## config.mk

```make
export PLATFORM = sky130hd
export DESIGN_NAME = sme_loader
export DESIGN_NICKNAME = d
export VERILOG_FILES = /design/src/rtl/sme_pkg.sv /design/src/rtl/sme_str_packer.sv /design/src/rtl/sme_loader.sv
export SDC_FILE = /design/constraint.sdc
export NUM_CORES = 1
export LEC_CHECK = 0
export ABC_AREA = 1
export CAP_MARGIN = 10
export CORE_UTILIZATION = 35
export CTS_BUF_LIST = sky130_fd_sc_hd__clkbuf_8 sky130_fd_sc_hd__clkbuf_16
export DETAILED_ROUTE_END_ITERATION = 12
export GPL_ROUTABILITY_DRIVEN = 0
export PLACE_DENSITY = 0.72
export SLEW_MARGIN = 40
export SYNTH_ARGS = -nofsm -noshare
export SYNTH_HDL_FRONTEND = slang
export SYNTH_SLANG_ARGS = --single-unit
```

## constraint.sdc

```tcl
create_clock -name clk -period 13.32 [get_ports clk]
set_clock_uncertainty 0.1 [all_clocks]
set_input_delay 2.664 -clock clk [delete_from_list [all_inputs] [get_ports clk]]
set_output_delay 2.664 -clock clk [all_outputs]
set_load 0.005 [all_outputs]
```

## src/rtl/sme_pkg.sv

```systemverilog
// Shared constants and state encodings for the String Machine Engine
// (loader front end and comparator).
package sme_pkg;

    localparam int STR_MAX = 32;
    localparam int PAT_MAX = 10;
    localparam int STR_W   = (STR_MAX + 2) * 8;
    localparam int PAT_W   = PAT_MAX * 8;

    localparam logic [7:0] SPACE = 8'h20;
    localparam logic [7:0] HEAD  = 8'h5E;
    localparam logic [7:0] TAIL  = 8'h24;
    localparam logic [7:0] DOT   = 8'h2E;

    typedef enum logic [2:0] {
        C_IDLE   = 3'd0,
        C_LD_STR = 3'd1,
        C_LD_PAT = 3'd2,
        C_COMP   = 3'd3,
        C_OUT    = 3'd4
    } c_state_t;

endpackage

```

## src/rtl/sme_str_packer.sv

```systemverilog
// Packs serial string characters into the sentinel-framed string vector:
// leading SPACE at the top used byte, trailing SPACE at byte 0.
module sme_str_packer
    import sme_pkg::*;
(
    input  logic             clk,
    input  logic             reset,
    input  logic             load_first,
    input  logic             load_next,
    input  logic [7:0]       chardata,
    output logic [STR_W-1:0] str_vec,
    output logic [5:0]       str_len
);

    always_ff @(posedge clk or posedge reset) begin
        if (reset) begin
            str_vec <= '0;
            str_len <= '0;
        end else if (load_first) begin
            str_vec <= {{(STR_W - 24){1'b0}}, SPACE, chardata, SPACE};
            str_len <= 6'd1;
        end else if (load_next && (str_len < 6'(STR_MAX))) begin
            // Byte 33 is only non-zero once the string is full, so dropping it is safe.
            str_vec <= {str_vec[STR_W-9:8], chardata, SPACE};
            str_len <= str_len + 6'd1;
        end
    end

endmodule

```

## src/rtl/sme_loader.sv

```systemverilog
// SME front end: sequences string/pattern loading, drives the comparator
// through c_state and returns the corrected match result.
//
// state  | meaning
// IDLE   | waiting for the first string or pattern char
// LD_STR | collecting string chars
// LD_PAT | collecting pattern chars; a gap starts the compare
// COMP   | vectors frozen, waiting for the comparator ready pulse
// OUT    | one-cycle valid strobe with the latched result
module sme_loader
    import sme_pkg::*;
(
    input  logic             clk,
    input  logic             reset,
    input  logic             isstring,
    input  logic             ispattern,
    input  logic [7:0]       chardata,
    output logic [STR_W-1:0] str_reg_w,
    output logic [PAT_W-1:0] pat_reg_w,
    output logic [5:0]       str_len,
    output logic [3:0]       pat_len,
    output logic [2:0]       c_state,
    input  logic             ready_i,
    input  logic             match_i,
    input  logic [4:0]       match_index_i,
    output logic             match,
    output logic [4:0]       match_index,
    output logic             valid,
    output logic             busy
);

    c_state_t   state, next_state;
    logic       str_first, str_next, pat_first, pat_add, take_result;
    logic [3:0] pat_slot;
    logic [4:0] idx_adj;

    sme_str_packer u_str_packer (
        .clk        (clk),
        .reset      (reset),
        .load_first (str_first),
        .load_next  (str_next),
        .chardata   (chardata),
        .str_vec    (str_reg_w),
        .str_len    (str_len)
    );

    always_ff @(posedge clk or posedge reset) begin
        if (reset) state <= C_IDLE;
        else       state <= next_state;
    end

    always_comb begin
        next_state  = state;
        str_first   = 1'b0;
        str_next    = 1'b0;
        pat_first   = 1'b0;
        pat_add     = 1'b0;
        take_result = 1'b0;
        case (state)
            C_IDLE: begin
                if (isstring) begin
                    str_first  = 1'b1;
                    next_state = C_LD_STR;
                end else if (ispattern) begin
                    pat_first  = 1'b1;
                    next_state = C_LD_PAT;
                end
            end
            C_LD_STR: begin
                if (isstring) begin
                    str_next = 1'b1;
                end else if (ispattern) begin
                    pat_first  = 1'b1;
                    next_state = C_LD_PAT;
                end
            end
            C_LD_PAT: begin
                if (isstring) begin
                    str_first  = 1'b1;
                    next_state = C_LD_STR;
                end else if (ispattern) begin
                    pat_add = 1'b1;
                end else begin
                    next_state = C_COMP;
                end
            end
            C_COMP: begin
                if (ready_i) begin
                    take_result = 1'b1;
                    next_state  = C_OUT;
                end
            end
            C_OUT:   next_state = C_IDLE;
            default: next_state = C_IDLE;
        endcase
    end

    assign c_state  = state;
    assign pat_slot = 4'(PAT_MAX - 1) - pat_len;

    // An anchored pattern ('^' first) carries one fewer leading sentinel offset.
    assign idx_adj = match_index_i - ((pat_reg_w[PAT_W-1 -: 8] == HEAD) ? 5'd1 : 5'd2);

    always_ff @(posedge clk or posedge reset) begin
        if (reset) begin
            pat_reg_w <= '0;
            pat_len   <= '0;
        end else if (pat_first) begin
            pat_reg_w <= {chardata, {(PAT_W - 8){1'b0}}};
            pat_len   <= 4'd1;
        end else if (pat_add && (pat_len < 4'(PAT_MAX))) begin
            pat_reg_w[{pat_slot, 3'b000} +: 8] <= chardata;
            pat_len                            <= pat_len + 4'd1;
        end
    end

    always_ff @(posedge clk or posedge reset) begin
        if (reset) begin
            match       <= 1'b0;
            match_index <= '0;
            valid       <= 1'b0;
            busy        <= 1'b0;
        end else begin
            valid <= take_result;
            busy  <= (next_state == C_COMP) || (next_state == C_OUT);
            if (take_result) begin
                match       <= match_i;
                match_index <= match_i ? idx_adj : 5'd0;
            end
        end
    end

endmodule

```

==> summary.md <==
| Metric | Value |
|---|---|
| Final Non-Filler Cells | `approximately 2700` |
| Initial Util | `35.7%` |
| FF+latch count, synth | `~370` |
| Clock Path Buffers | `3` |
| Dpl hpwl | `around 32 mm` |
| Insertion delay to the later sink of the worst-skew pair | `0.57 ns` |
| Predominant post-synthesis flop cell | `dfrtp_1` |
| Worst slew margin | `45.2%` |
| Final Net Count | `~2100` |
| Max frequency | `0.179 GHz` |
| Pwr/cell area | `approximately 160 mW/mm^2` |
| Setup WS post-layout | `between 7 and 8 ns` |
| Cell with the most instances after synthesis | `nand2_1` |
| DRC | `0` |
| Worst Tran Pin Value | `~0.81 ns` |
| Core ar. | `about 0.043 mm^2` |
| Postcts setup bufs | `0` |
| Routed WL | `roughly 47 mm` |
| Crit Path Class | `in -> reg` |
| Routed via count | `13756` |
| Clock sinks | `366` |
| Slew Viols, Final | `0` |
| Sequential element share of the synthesized area | `around three fifths` |
| RSZ-0062 raised after global routing | `false` |
| Clk slew on worst S/H paths | `0.06 ns` |
| Site Rows | `76` |
| First-pass GRT wire length | `~73 mm` |
| Setup TNS | `0 ns` |
| CTS Buf Count | `43` |
| Vias in the first global route | `~13000` |
| Post-synth ARST share | `100%` |
| Pin count of the biggest net entering global routing | `169` |
| Leakage | `10.4 nW` |
| Number of setup violations in the final report | `0` |
| Crit share post-route | `42.0%` |
| GRT overflow | `0` |
| Synth top area share | `~60%` |
| Pre-CTS WS | `~6.8 ns` |
| Initial antenna violation count | `0` |
| Yosys Warn Count | `0` |
| Post-route ant nets | `0` |
| PostCTS Resize Cnt | `0` |
| Antenna Cells | `0` |
| Synth cell count leaders | `nand2_1 (609), nand3_1 (369), dfrtp_1 (366)` |
| Synthesized area per cell | `roughly 8.8 um^2` |
| Drt pass-1 iters | `7` |
| Worst Path Max Fanout | `around 170` |
| Starting DRT DRC Count | `1323` |
| H-tree levels | `2` |
| CTS tree | `done` |
| Mapped Area | `0.0155 mm^2` |
| Area grow syn2layout | `37.4%` |
| Top cells by area, synth | `dfrtp_1 (59%), nand2_1 (15%), nand3_1 (12%), nor2_1 (1.9%), buf_2 (1.8%)` |
| I/O Buffers | `~380` |
| Share of cells above drive strength 1 | `approximately 5.3%` |
| Final hold violations | `0` |
| Clock period minus worst slack | `between 5 and 6 ns` |
| Crit start category | `input port` |
| Peak supply drop | `about 0.12 mV` |
| GRT Overall Usage | `20.6%` |
| Die Height | `~210 um` |
| Gate Count Post-Synth | `1762` |
| DIE WIDTH | `approximately 210 um` |
| EDFF count, synth | `0` |
| Post-synth cell types | `40` |
| Ports | `392` |
| Worst min-delay path category | `reg -> reg` |
| Largest area contributor in the netlist | `dfrtp_1` |
| Drt wl/cell | `approximately 17 um` |
| Required time worst endpoint | `13.63 ns` |
| CP endpoint kind | `flop` |
| Hold-fix buffers, CTS | `0` |
| Outcome | `finished clean` |
| Cell count after placement | `roughly 2600` |
| Max-cap check violation count | `0` |
| Routed vias/inst | `roughly 5.1` |
| Crit path DAT | `about 5.9 ns` |
| Die area | `0.0450 mm^2` |
| CTS root buffer | `clkbuf_16` |
## cell families (layout without fill, tap and decap cells)
kind of cell,count (synthesis),after routing,synth area share [%]
xor gates and xnor gates,6,6,0.437
adders and majority gates,12,12,1.02
and+or+nand+nor,1108,1108,31.1
other,1,7,0.0243
DFF,366,366,59.2
AOI/OAI and AO/OA,86,86,3.12
buffers and inverters,183,546,5.09
## critical path, stage by stage
cell,delay (ns)
clkdlybuf4s50_1,0.44
inv_1,0.11
nor2_2,0.05
buf_4,0.23
inv_8,0.57
nand2_2,0.43
clkinv_8,0.55
buf_6,0.55
o21ai_0,0.17
## layout make-up
cell class	count	area (um^2)
Multi-Input combinational cell	1219	5550
Timing Repair Buffer	396	3980
Fill cell	4086	22100
Tap cell	585	732
Sequential cell	366	9160
Clock buffer	52	1200
Inverter	70	297
Clock inverter	28	330
## cell usage in the layout, fill, tap and decap left out, drive strengths merged
cell	instances
clkinv	15
buf	12
inv	75
clkbuf	52
o31ai	16
xor2	4
o22ai	1
a21oi	4
conb	7
nand3	375
nand2	615
a22o	1
bufinv	6
o21ai	61
o21a	1
ha	11
or2	8
nor3	4
nand4	21
nor2	84
fa	1
nor4	1
xnor2	2
clkdlybuf4s50	384
dfrtp	366
clkinvlp	2
o211ai	2
## state kept, by name, summed over array words and instances (netlist names)
name	cells
u_str_packer.str_len	6
match	1
busy	1
valid	1
pat_reg_w	80
match_index	5
u_str_packer.str_vec	265
c_state	3
pat_len	4
## stage by stage
step           power [mW]  cell area, um^2  util (%)  hold WS [ns]
2_1_floorplan        1.81            15500         -         0.365
3_3_place_gp         2.10            19700      45.3         0.365
3_5_place_dp         2.12            19700      45.4         0.372
4_1_cts              3.38            21200      48.9         0.387
5_1_grt              3.51            21200      49.0         0.418
6_report             3.35            21200      49.0         0.385
## power breakdown
group	internal (mW)	switching, mW	total, mW	leakage [nW]
Combinational	0.250	0.590	0.840	4.60
Clock	0.762	0.484	1.25	0.782
Sequential	1.19	0.0785	1.26	5.06
## final timing paths
path | startpoint | endpoint | slack [ns] | cells past startpoint
setup / recovery | isstring | u_str_packer.str_vec[15]$_DFFE_PP0P_ | 7.72 | 9
hold reg to reg | u_str_packer.str_vec[269]$_DFFE_PP0P_ | u_str_packer.str_vec[269]$_DFFE_PP0P_ | 0.39 | 2
setup reg to reg | c_state[0]$_DFF_PP0_ | u_str_packer.str_vec[15]$_DFFE_PP0P_ | 9.83 | 9
min in group asynchronous | reset | u_str_packer.str_vec[152]$_DFFE_PP0P_ | 2.50 | 2
hold / removal | u_str_packer.str_vec[269]$_DFFE_PP0P_ | u_str_packer.str_vec[269]$_DFFE_PP0P_ | 0.39 | 2
max in group asynchronous | reset | u_str_packer.str_vec[47]$_DFFE_PP0P_ | 8.73 | 4
## metal layers
metal,vias up,global-route usage (%),wire [um]
met5,-,0,0
met4,0,9.45,1840
met3,110,5.49,3990
met2,534,32.6,22100
met1,6700,26.3,19400
li1,6412,-,-
No activity file was read; power rests on OpenSTA's default activity.
